===== config.mk =====
export PLATFORM = sky130hd
export DESIGN_NAME = mem_port_arbiter
export DESIGN_NICKNAME = d
export VERILOG_FILES = /design/src/rtl/mem_arb_pkg.sv /design/src/rtl/mem_arb_timeout.sv /design/src/rtl/mem_port_arbiter.sv
export SDC_FILE = /design/constraint.sdc
export NUM_CORES = 1
export LEC_CHECK = 0
export ABC_AREA = 1
export CAP_MARGIN = 25
export CORE_MARGIN = 10
export CORE_UTILIZATION = 30
export DETAILED_ROUTE_END_ITERATION = 8
export GPL_ROUTABILITY_DRIVEN = 1
export PLACE_DENSITY_LB_ADDON = 0.12
export SYNTH_ARGS = -nofsm -noshare
export SYNTH_HDL_FRONTEND = slang
export SYNTH_HIERARCHICAL = 1
export SYNTH_SLANG_ARGS = --single-unit

===== constraint.sdc =====
create_clock -name clk -period 1.1 [get_ports clk]
set_clock_uncertainty 0.05 [all_clocks]
set_input_delay 0.165 -clock clk [delete_from_list [all_inputs] [get_ports clk]]
set_output_delay 0.165 -clock clk [all_outputs]
set_load 0.005 [all_outputs]

===== src/rtl/mem_arb_pkg.sv =====
// rtl/mem_arb_pkg.sv - state and owner encodings shared by mem_port_arbiter
package mem_arb_pkg;

  localparam logic [1:0] ST_IDLE = 2'd0;
  localparam logic [1:0] ST_BUSY = 2'd1;
  localparam logic [1:0] ST_RESP = 2'd2;

  localparam logic OWN_CPU = 1'b0;
  localparam logic OWN_DMA = 1'b1;

endpackage


===== src/rtl/mem_arb_timeout.sv =====
// rtl/mem_arb_timeout.sv - busy-cycle watchdog, expires in the TIMEOUT-th busy cycle
module mem_arb_timeout #(
  parameter int TIMEOUT = 15
) (
  input  logic clk,
  input  logic rst,
  input  logic clear,
  input  logic run,
  output logic expire
);

  localparam int CW = $clog2(TIMEOUT + 1);

  logic [CW-1:0] count_d, count_q;

  // count_q holds the number of busy cycles already completed
  assign expire = run && (count_q == CW'(TIMEOUT - 1));

  // restart from zero whenever the arbiter is outside BUSY
  always_comb begin
    count_d = count_q;
    if (clear) begin
      count_d = '0;
    end else if (run && !expire) begin
      count_d = count_q + 1'b1;
    end
  end

  // counter register
  always_ff @(posedge clk) begin
    if (!rst) begin
      count_q <= '0;
    end else begin
      count_q <= count_d;
    end
  end

endmodule


===== src/rtl/mem_port_arbiter.sv =====
// rtl/mem_port_arbiter.sv - round-robin CPU/DMA memory port arbiter; MEM_TIMEOUT_EN adds a busy watchdog
module mem_port_arbiter
  import mem_arb_pkg::*;
#(
  parameter int ADDR_W  = 32,
  parameter int DATA_W  = 32,
  parameter int TIMEOUT = 15
) (
  input  logic              clk,
  input  logic              rst,
  input  logic              c_req,
  input  logic              c_we,
  input  logic [ADDR_W-1:0] c_addr,
  input  logic [DATA_W-1:0] c_wdata,
  output logic              c_ack,
  input  logic              d_req,
  input  logic              d_we,
  input  logic [ADDR_W-1:0] d_addr,
  input  logic [DATA_W-1:0] d_wdata,
  output logic              d_ack,
  output logic [DATA_W-1:0] rdata,
  output logic              err,
  output logic              owner,
  output logic              m_req,
  output logic              m_we,
  output logic [ADDR_W-1:0] m_addr,
  output logic [DATA_W-1:0] m_wdata,
  input  logic [DATA_W-1:0] m_rdata,
  input  logic              m_ready
);

  logic [1:0]        state_d, state_q;
  logic              owner_d, owner_q;
  logic              m_we_d, m_we_q;
  logic [ADDR_W-1:0] m_addr_d, m_addr_q;
  logic [DATA_W-1:0] m_wdata_d, m_wdata_q;
  logic [DATA_W-1:0] rdata_d, rdata_q;
  logic              err_d, err_q;
  logic              grant_dma;
  logic              tmo_expire;

`ifdef MEM_TIMEOUT_EN
  mem_arb_timeout #(.TIMEOUT(TIMEOUT)) u_timeout (
    .clk    (clk),
    .rst    (rst),
    .clear  (state_q != ST_BUSY),
    .run    (state_q == ST_BUSY),
    .expire (tmo_expire)
  );
`else
  logic unused_timeout;
  assign unused_timeout = ^TIMEOUT;
  assign tmo_expire     = 1'b0;
`endif

  assign m_req   = (state_q == ST_BUSY);
  assign c_ack   = (state_q == ST_RESP) && (owner_q == OWN_CPU);
  assign d_ack   = (state_q == ST_RESP) && (owner_q == OWN_DMA);
  assign err     = err_q && (state_q == ST_RESP);
  assign owner   = owner_q;
  assign m_we    = m_we_q;
  assign m_addr  = m_addr_q;
  assign m_wdata = m_wdata_q;
  assign rdata   = rdata_q;

  // arbitration in IDLE, completion or watchdog in BUSY, single ack cycle in RESP
  always_comb begin
    state_d   = state_q;
    owner_d   = owner_q;
    m_we_d    = m_we_q;
    m_addr_d  = m_addr_q;
    m_wdata_d = m_wdata_q;
    rdata_d   = rdata_q;
    err_d     = err_q;
    // DMA wins if it is alone, or on a tie when the CPU owned the last transaction
    grant_dma = d_req && (!c_req || (owner_q == OWN_CPU));
    case (state_q)
      ST_IDLE: begin
        if (c_req || d_req) begin
          owner_d   = grant_dma ? OWN_DMA : OWN_CPU;
          m_we_d    = grant_dma ? d_we    : c_we;
          m_addr_d  = grant_dma ? d_addr  : c_addr;
          m_wdata_d = grant_dma ? d_wdata : c_wdata;
          err_d     = 1'b0;
          state_d   = ST_BUSY;
        end
      end
      ST_BUSY: begin
        // a completion in the expiry cycle still counts as a normal completion
        if (m_ready) begin
          rdata_d = m_rdata;
          err_d   = 1'b0;
          state_d = ST_RESP;
        end else if (tmo_expire) begin
          rdata_d = '0;
          err_d   = 1'b1;
          state_d = ST_RESP;
        end
      end
      ST_RESP: begin
        state_d = ST_IDLE;
      end
      default: begin
        state_d = ST_IDLE;
      end
    endcase
  end

  // state and payload registers; reset hands the first tie to the CPU
  always_ff @(posedge clk) begin
    if (!rst) begin
      state_q   <= ST_IDLE;
      owner_q   <= OWN_DMA;
      m_we_q    <= 1'b0;
      m_addr_q  <= '0;
      m_wdata_q <= '0;
      rdata_q   <= '0;
      err_q     <= 1'b0;
    end else begin
      state_q   <= state_d;
      owner_q   <= owner_d;
      m_we_q    <= m_we_d;
      m_addr_q  <= m_addr_d;
      m_wdata_q <= m_wdata_d;
      rdata_q   <= rdata_d;
      err_q     <= err_d;
    end
  end

endmodule

==> impl_metrics.toml <==
[clock_tree]
clock_sinks = 100
cts_tree = "built"
htreeDepth = 3
insertion_delay_ns = 0.34
path_clk_slew_ns = 0.08
clk_path_buf_depth = 2
clockRootBuffer = "clkbuf_16"
cts_made_buffers = 9

[logic_synthesis]
avgSynthCellArea_um2 = 5.904
synth_fp_nets = 1019
synth_most_common_cell = "nand2_1"
syn_area_um2 = 5030
synthArstFlopShare_pct = 0
ys_ff_latch = 100
ys_seq_area_share_pct = 39.80
synth.distinct_cells = 19
ys_top_cells_by_area = "dfxtp_1 (40%), nand2_1 (22%), nor2_1 (15%)"
synth_top_cell_by_area = "dfxtp_1"
synth_common_cells = "nand2_1 (298), nor2_1 (198), inv_1 (131)"
syn_inst = 852
synth_flop_cell = "dfxtp_1"
synth_top_cell_area_share_pct = 39.80
ys_warn_count = 6
synth_edf_count = 0

[power_and_ir_drop]
p_leak_nw = 4.308
total_power_mw = 10.31
power.density_nw_per_um2 = 1211
ir_worst_vdd_uv = 666.3

[placement]
dp_hpwl_mm = 13.54
io_buffers = 267
place.gp.congestion = 0.7495
dpl.cell_count = 1311

[sta]
max_freq_ghz = 0.7834
rsz0062_at_grt = "yes"
final_hold_viol_count = 0
fin_crit_sh_pct = 116.0
min_period_ns = 1.276
finalWorstSetupSlack_ns = -0.1765
setup-tns-final_ns = -15.15
holdWs_ns = 0.1990
maxSlewViolCount = 0
finalSetupViolCount = 104

[status]
violations = "setup timing"
status = "complete, but fails checks"

[critical_path]
r2r-end = "rdata[5]$_SDFFE_PN0P_"
start_kind = "flip-flop"
reg2reg_slack_ns = -0.18
r2r_cells = 7
path_cells = "inv_2, nor2_4, buf_8, buf_6, buf_12, nand3_2, a21oi_2"
slowest_stage = "dfxtp_2"
reg2reg_from = "state_q[0]$_SDFFE_PN0P_"
cpPeakStageDelay_ns = 0.35
cp_data_arrival_time_ns = 1.51
crit_path_end_kind = "flip-flop"
worstSetupPathType = "flip-flop to flip-flop"
cp.required_ns = 1.33
critPathTopFamily = "buffers and inverters"
critical_path.n_buffers_inverters = 4
cp_max_fo = 8

[global_route]
grt_pass1_wl_mm = 28.30
grt_max_degree = 71
grt_pass1_vias = 5205
grt-ovfl-total = 0
grt_usage_pct = 15.91
antenna_found_initial = 0

[routing]
avgViaCountPerCell = 4.132
wl_per_cell_um = 14.11
dr.pass1.iters = 4
drc_errors = 0
ant_nets = 0
routed_wl_mm = 18.87
vias = 5525
drtIter0Drc = 174

[finish]
final_cells = 1337
n_antenna_cell = 0
fin_nets = 1279
syn_to_final_growth_pct = 69.15
layout-drive-gt1-share_pct = 29.10

[floorplan]
coreArea_um2 = 16520
initial_core_util_pct = 30.44
die_h_um = 149.5
die_area_um2 = 22350
num_rows = 47
die_w_um = 149.5
ios = 269

[min_path]
min_to = "rdata[26]$_SDFFE_PN0P_"
hp-start = "rst"
whs_path_depth = 3
hold_path_class = "input pin to flip-flop"

[run]
maxCapViolations = 0
==> cells by family (layout without fill, tap and decap cells) <==
kind of cell | count (synthesis) | after routing | share of synthesized area, %
DFF | 100 | 100 | 39.80
other | 1 | 1 | 0.07456
and+or+nand+nor | 534 | 534 | 40.97
buffers and inverters | 183 | 448 | 15.70
AOI/OAI and AO/OA | 34 | 34 | 3.458
==> layer usage <==
| metal | global-route usage (%) | share of wire, % | wire, um |
|---|---|---|---|
| met3 | 7.005 | 11 | 2018 |
| met4 | 3.974 | 0.86 | 162 |
| met1 | 18.24 | 41 | 7715 |
| met2 | 26.53 | 48 | 8969 |
| met5 | 0 | 0 | 0 |
==> worst register-to-register path: cells and delay by family (launching register included) <==
family,cells,cell delay (ns)
buffers and inverters,4,0.47
DFF,1,0.35
and+or+nand+nor,2,0.22
AOI/OAI and AO/OA,1,0.13
==> layout make-up <==
type	instances	area (um2)
fillers	1697	8016
clock inverters	7	58.81
multi-input cells	569	2680
well taps	220	275.3
inverters	134	503.0
flip-flops and latches	100	2112
clock buffers	9	225.2
repair buffers	298	2654
==> how the worst max path moves through the flow <==
stage | cells after the start | start | end
after floorplan | 8 | state_q[0]$_SDFFE_PN0P_ | m_addr[0]$_SDFFE_PN0P_
after global placement | 7 | d_req | m_wdata[16]$_SDFFE_PN0P_
after detailed placement | 7 | c_req | m_wdata[24]$_SDFFE_PN0P_
after CTS | 7 | state_q[0]$_SDFFE_PN0P_ | m_wdata[24]$_SDFFE_PN0P_
after global routing | 7 | state_q[1]$_SDFFE_PN0P_ | m_wdata[17]$_SDFFE_PN0P_
final | 7 | state_q[0]$_SDFFE_PN0P_ | rdata[5]$_SDFFE_PN0P_
==> sequential cells by signal, summed over array words and instances (netlist names) <==
name / flops
owner: 1
m_wdata: 32
m_we: 1
state_q: 2
m_addr: 32
rdata: 32
==> cell usage in the layout (no fill, tap or decap), types with 3 or more instances in the layout <==
cell type / n
dfxtp_2: 82
buf_2: 99
buf_16: 4
clkdlybuf4s50_1: 165
buf_12: 9
nor2_2: 3
inv_1: 131
nand2_4: 20
nand2_2: 15
buf_4: 11
dfxtp_1: 16
nor2_1: 195
nand3_1: 17
nand2_1: 262
a21oi_1: 3
clkbuf_16: 10
buf_6: 7
nand3_2: 15
a21oi_2: 30
clkinv_4: 3
==> power by group <==
part | leakage [nW] | switching (mW) | internal (mW)
Sequential | 0.855 | 0.180 | 4.02
Clock | 0.133 | 1.52 | 1.56
Combinational | 3.32 | 1.50 | 1.52
==> repair_timing <==
action	CTS	global route
endpoints found under the setup margin	201	112
resized for setup	519	94
buffers inserted	6	0
hold buffers	0	0
pin swaps	15	15
gates cloned	5	1
==> per-stage QoR <==
step / worst slack, ns / cell area (um2) / util (%)
after global routing: -0.2838 / 8508 / 51.49
after detailed placement: -0.5133 / 7984 / 48.32
after global placement: -0.5036 / 7984 / 48.32
final: -0.1765 / 8508 / 51.49
after floorplan: -0.05367 / 5059 / -
after CTS: -0.1974 / 8257 / 49.97
Note: power is estimated with default switching activity, not from simulation.
==> RTL edit (same flow settings) <==
Add a define of `MEM_TIMEOUT_EN`.
--- a/src/rtl/mem_port_arbiter.sv
+++ b/src/rtl/mem_port_arbiter.sv
@@ -1,4 +1,6 @@
 // rtl/mem_port_arbiter.sv - round-robin CPU/DMA memory port arbiter; MEM_TIMEOUT_EN adds a busy watchdog
+`define MEM_TIMEOUT_EN
+
 module mem_port_arbiter
   import mem_arb_pkg::*;
 #(
Check against the original RTL: same outputs for any inputs over 10 cycles, from zero or initial values and one cycle with rst low; that may be too few to reach the edited logic, so the function may still have changed.
==> RTL edit against the original RTL <==
Count of clock-buffer cells in the layout is 3 higher; total power is 14% higher; wire length is 20% higher; clock power is 8.7% higher; sequential power is 4% higher; die area is 4.3% higher; final area is 15% higher; the run still ends with negative setup slack left; synthesized area is 5.0% higher; sequential cell count is 5 higher; worst hold slack better by 0.0022 ns; cell count is 6.7% higher; critical path type unchanged; worst setup slack worse by 0.14 ns; highest routed layer unchanged; combinational power is 31% higher.
==> RTL edit: results (changes against the original RTL) <==
outcome: "finished, violations left"
violations: "negative setup slack"
synth-edff-count: 0  # unchanged
synth_area_leaders: "dfxtp_1, nand2_1, nor2_1, inv_1, a21oi_1"
drive_gt1_frac: 0.3758  # +0.08488
cts_setup_buffers: 7  # +1
drt_iter0_drc: 186  # +6.9%
hp-class: "in2reg"
path_clk_slew_ns: 0.07
numCtsBuffers: 9  # unchanged
drt-total-wl_um: 22680  # +20%
grt_max_degree: 44  # -38%
syn_inst: 896  # +5.2%
setup_slack_ns: -0.3151  # -0.1387 ns
finish.utilization: 0.5652  # +0.05030
cts_root_buffer: "clkbuf_16"
ff2ff_path_depth: 8  # +1
clk_latency_ns: 0.35
grt_pass1_vias: 5615  # +7.9%
crit_fanout: 6  # -2
min_from: "rst"
report.final.setup_viol: 110  # +5.8%
hpwl_um: 14030  # +3.6%
comb_power_mw: 3.97  # +31%
antenna_found_initial: 2  # +2
layoutNonFillerInstCount: 1426  # +6.7%
place_ws_ns: -0.5464  # -0.03319 ns
h-tree-depth: 3  # unchanged
yosys-top-cells-count: "nand2_1, nor2_1, inv_1"
grt_pass1_wl_um: 30720  # +8.5%
synth_flop_cell: "dfxtp_1"
hold-path-cell-count: 3  # unchanged
p_clk_mw: 3.36  # +8.7%
clock_path_buffers: 2  # unchanged
ir_worst_vdd_mv: 0.7076  # +6.2%
postPlaceCellArea_um2: 8382  # +5.0%
endpoint: "m_wdata[16]"
holdPathEnd: "owner"
io_buffer_count: 268  # +0.37%
ys_types: 22  # +3
p_sw_frac: 0.3091  # -0.001526
slew_headroom: 0.7631
nFillCells: 1670  # -1.6%
yosysWarnings: 6  # unchanged
reg2reg_to: "m_wdata[16]"
r2r-start: "state_q[0]"
async_flop_share: 0  # unchanged
tns_ns: -26.74  # -11.59 ns
p_leak_nw: 4.886  # +13%
cts_resized: 502  # -3.3%
gr-usage-all-layers: 0.1619  # +0.002805
routabilityCongestion: 0.7891  # +5.3%
viasPerCell: 4.299  # +4.0%
ys_seq_area_frac: 0.3979  # about the same
synth_fp_nets: 1065  # +4.5%
path_class: "reg2reg"
RTL edit: cell types whose count changed after synthesis, moves of 2 or more:
cell      change
buf_6         -2
inv_1         +9
nand2_2       +4
nand2_1      +40
nand3_1      -29
nor2_1       +14
clkbuf_1      -2
ha_1          +2
dfxtp_1       +5
RTL edit: worst max-delay path, stage by stage, from the launching register on:
cell,delay [ns]
dfxtp_4,0.36
inv_2,0.07
nand2_2,0.06
nor2_4,0.22
buf_6,0.18
clkbuf_16,0.18
nand2_4,0.06
nor2_4,0.10
nor2_1,0.05
RTL edit: area by class of cell:
| cell class | instances | share of cell area |
|---|---|---|
| diodes | 1 | 0.0002560 |
| clock buffers | 12 | 0.02624 |
| clock inverters | 3 | 0.004096 |
| inverters | 143 | 0.05568 |
| multi-input cells | 605 | 0.3310 |
| flip-flops and latches | 105 | 0.2262 |
| well taps | 225 | 0.02880 |
| repair buffers | 332 | 0.3278 |
RTL edit: kinds of logic (layout without fill, tap and decap cells):
family                   count (synthesis)  in the layout  share of synthesized area
AO/OA/AOI/OAI                           36             36                    0.03529
XOR/XNOR                                 1              1                   0.001658
adder cells (fa/ha/maj)                  2              2                   0.004736
buffers and inverters                  188            490                     0.1509
flip-flops                             105            105                     0.3979
other                                    0              1                          0
AND/OR/NAND/NOR                        564            566                     0.4095
RTL edit: stage by stage:
stage	total power, mW	hold WS [ns]
6_report	11.72	0.2013
3_3_place_gp	7.539	0.3870
3_5_place_dp	7.559	0.3992
4_1_cts	10.89	0.1948
5_1_grt	12.36	0.2057
2_1_floorplan	5.843	0.2560
RTL edit: per-layer routing:
metal  vias to the layer above  routed length [um]  GRT usage
met5                         -                   0          0
li1                       3175                   -          -
met4                         0                 419    0.04632
met3                        23                1977    0.06379
met1                      2739                9423     0.1994
met2                       194               10860     0.2555
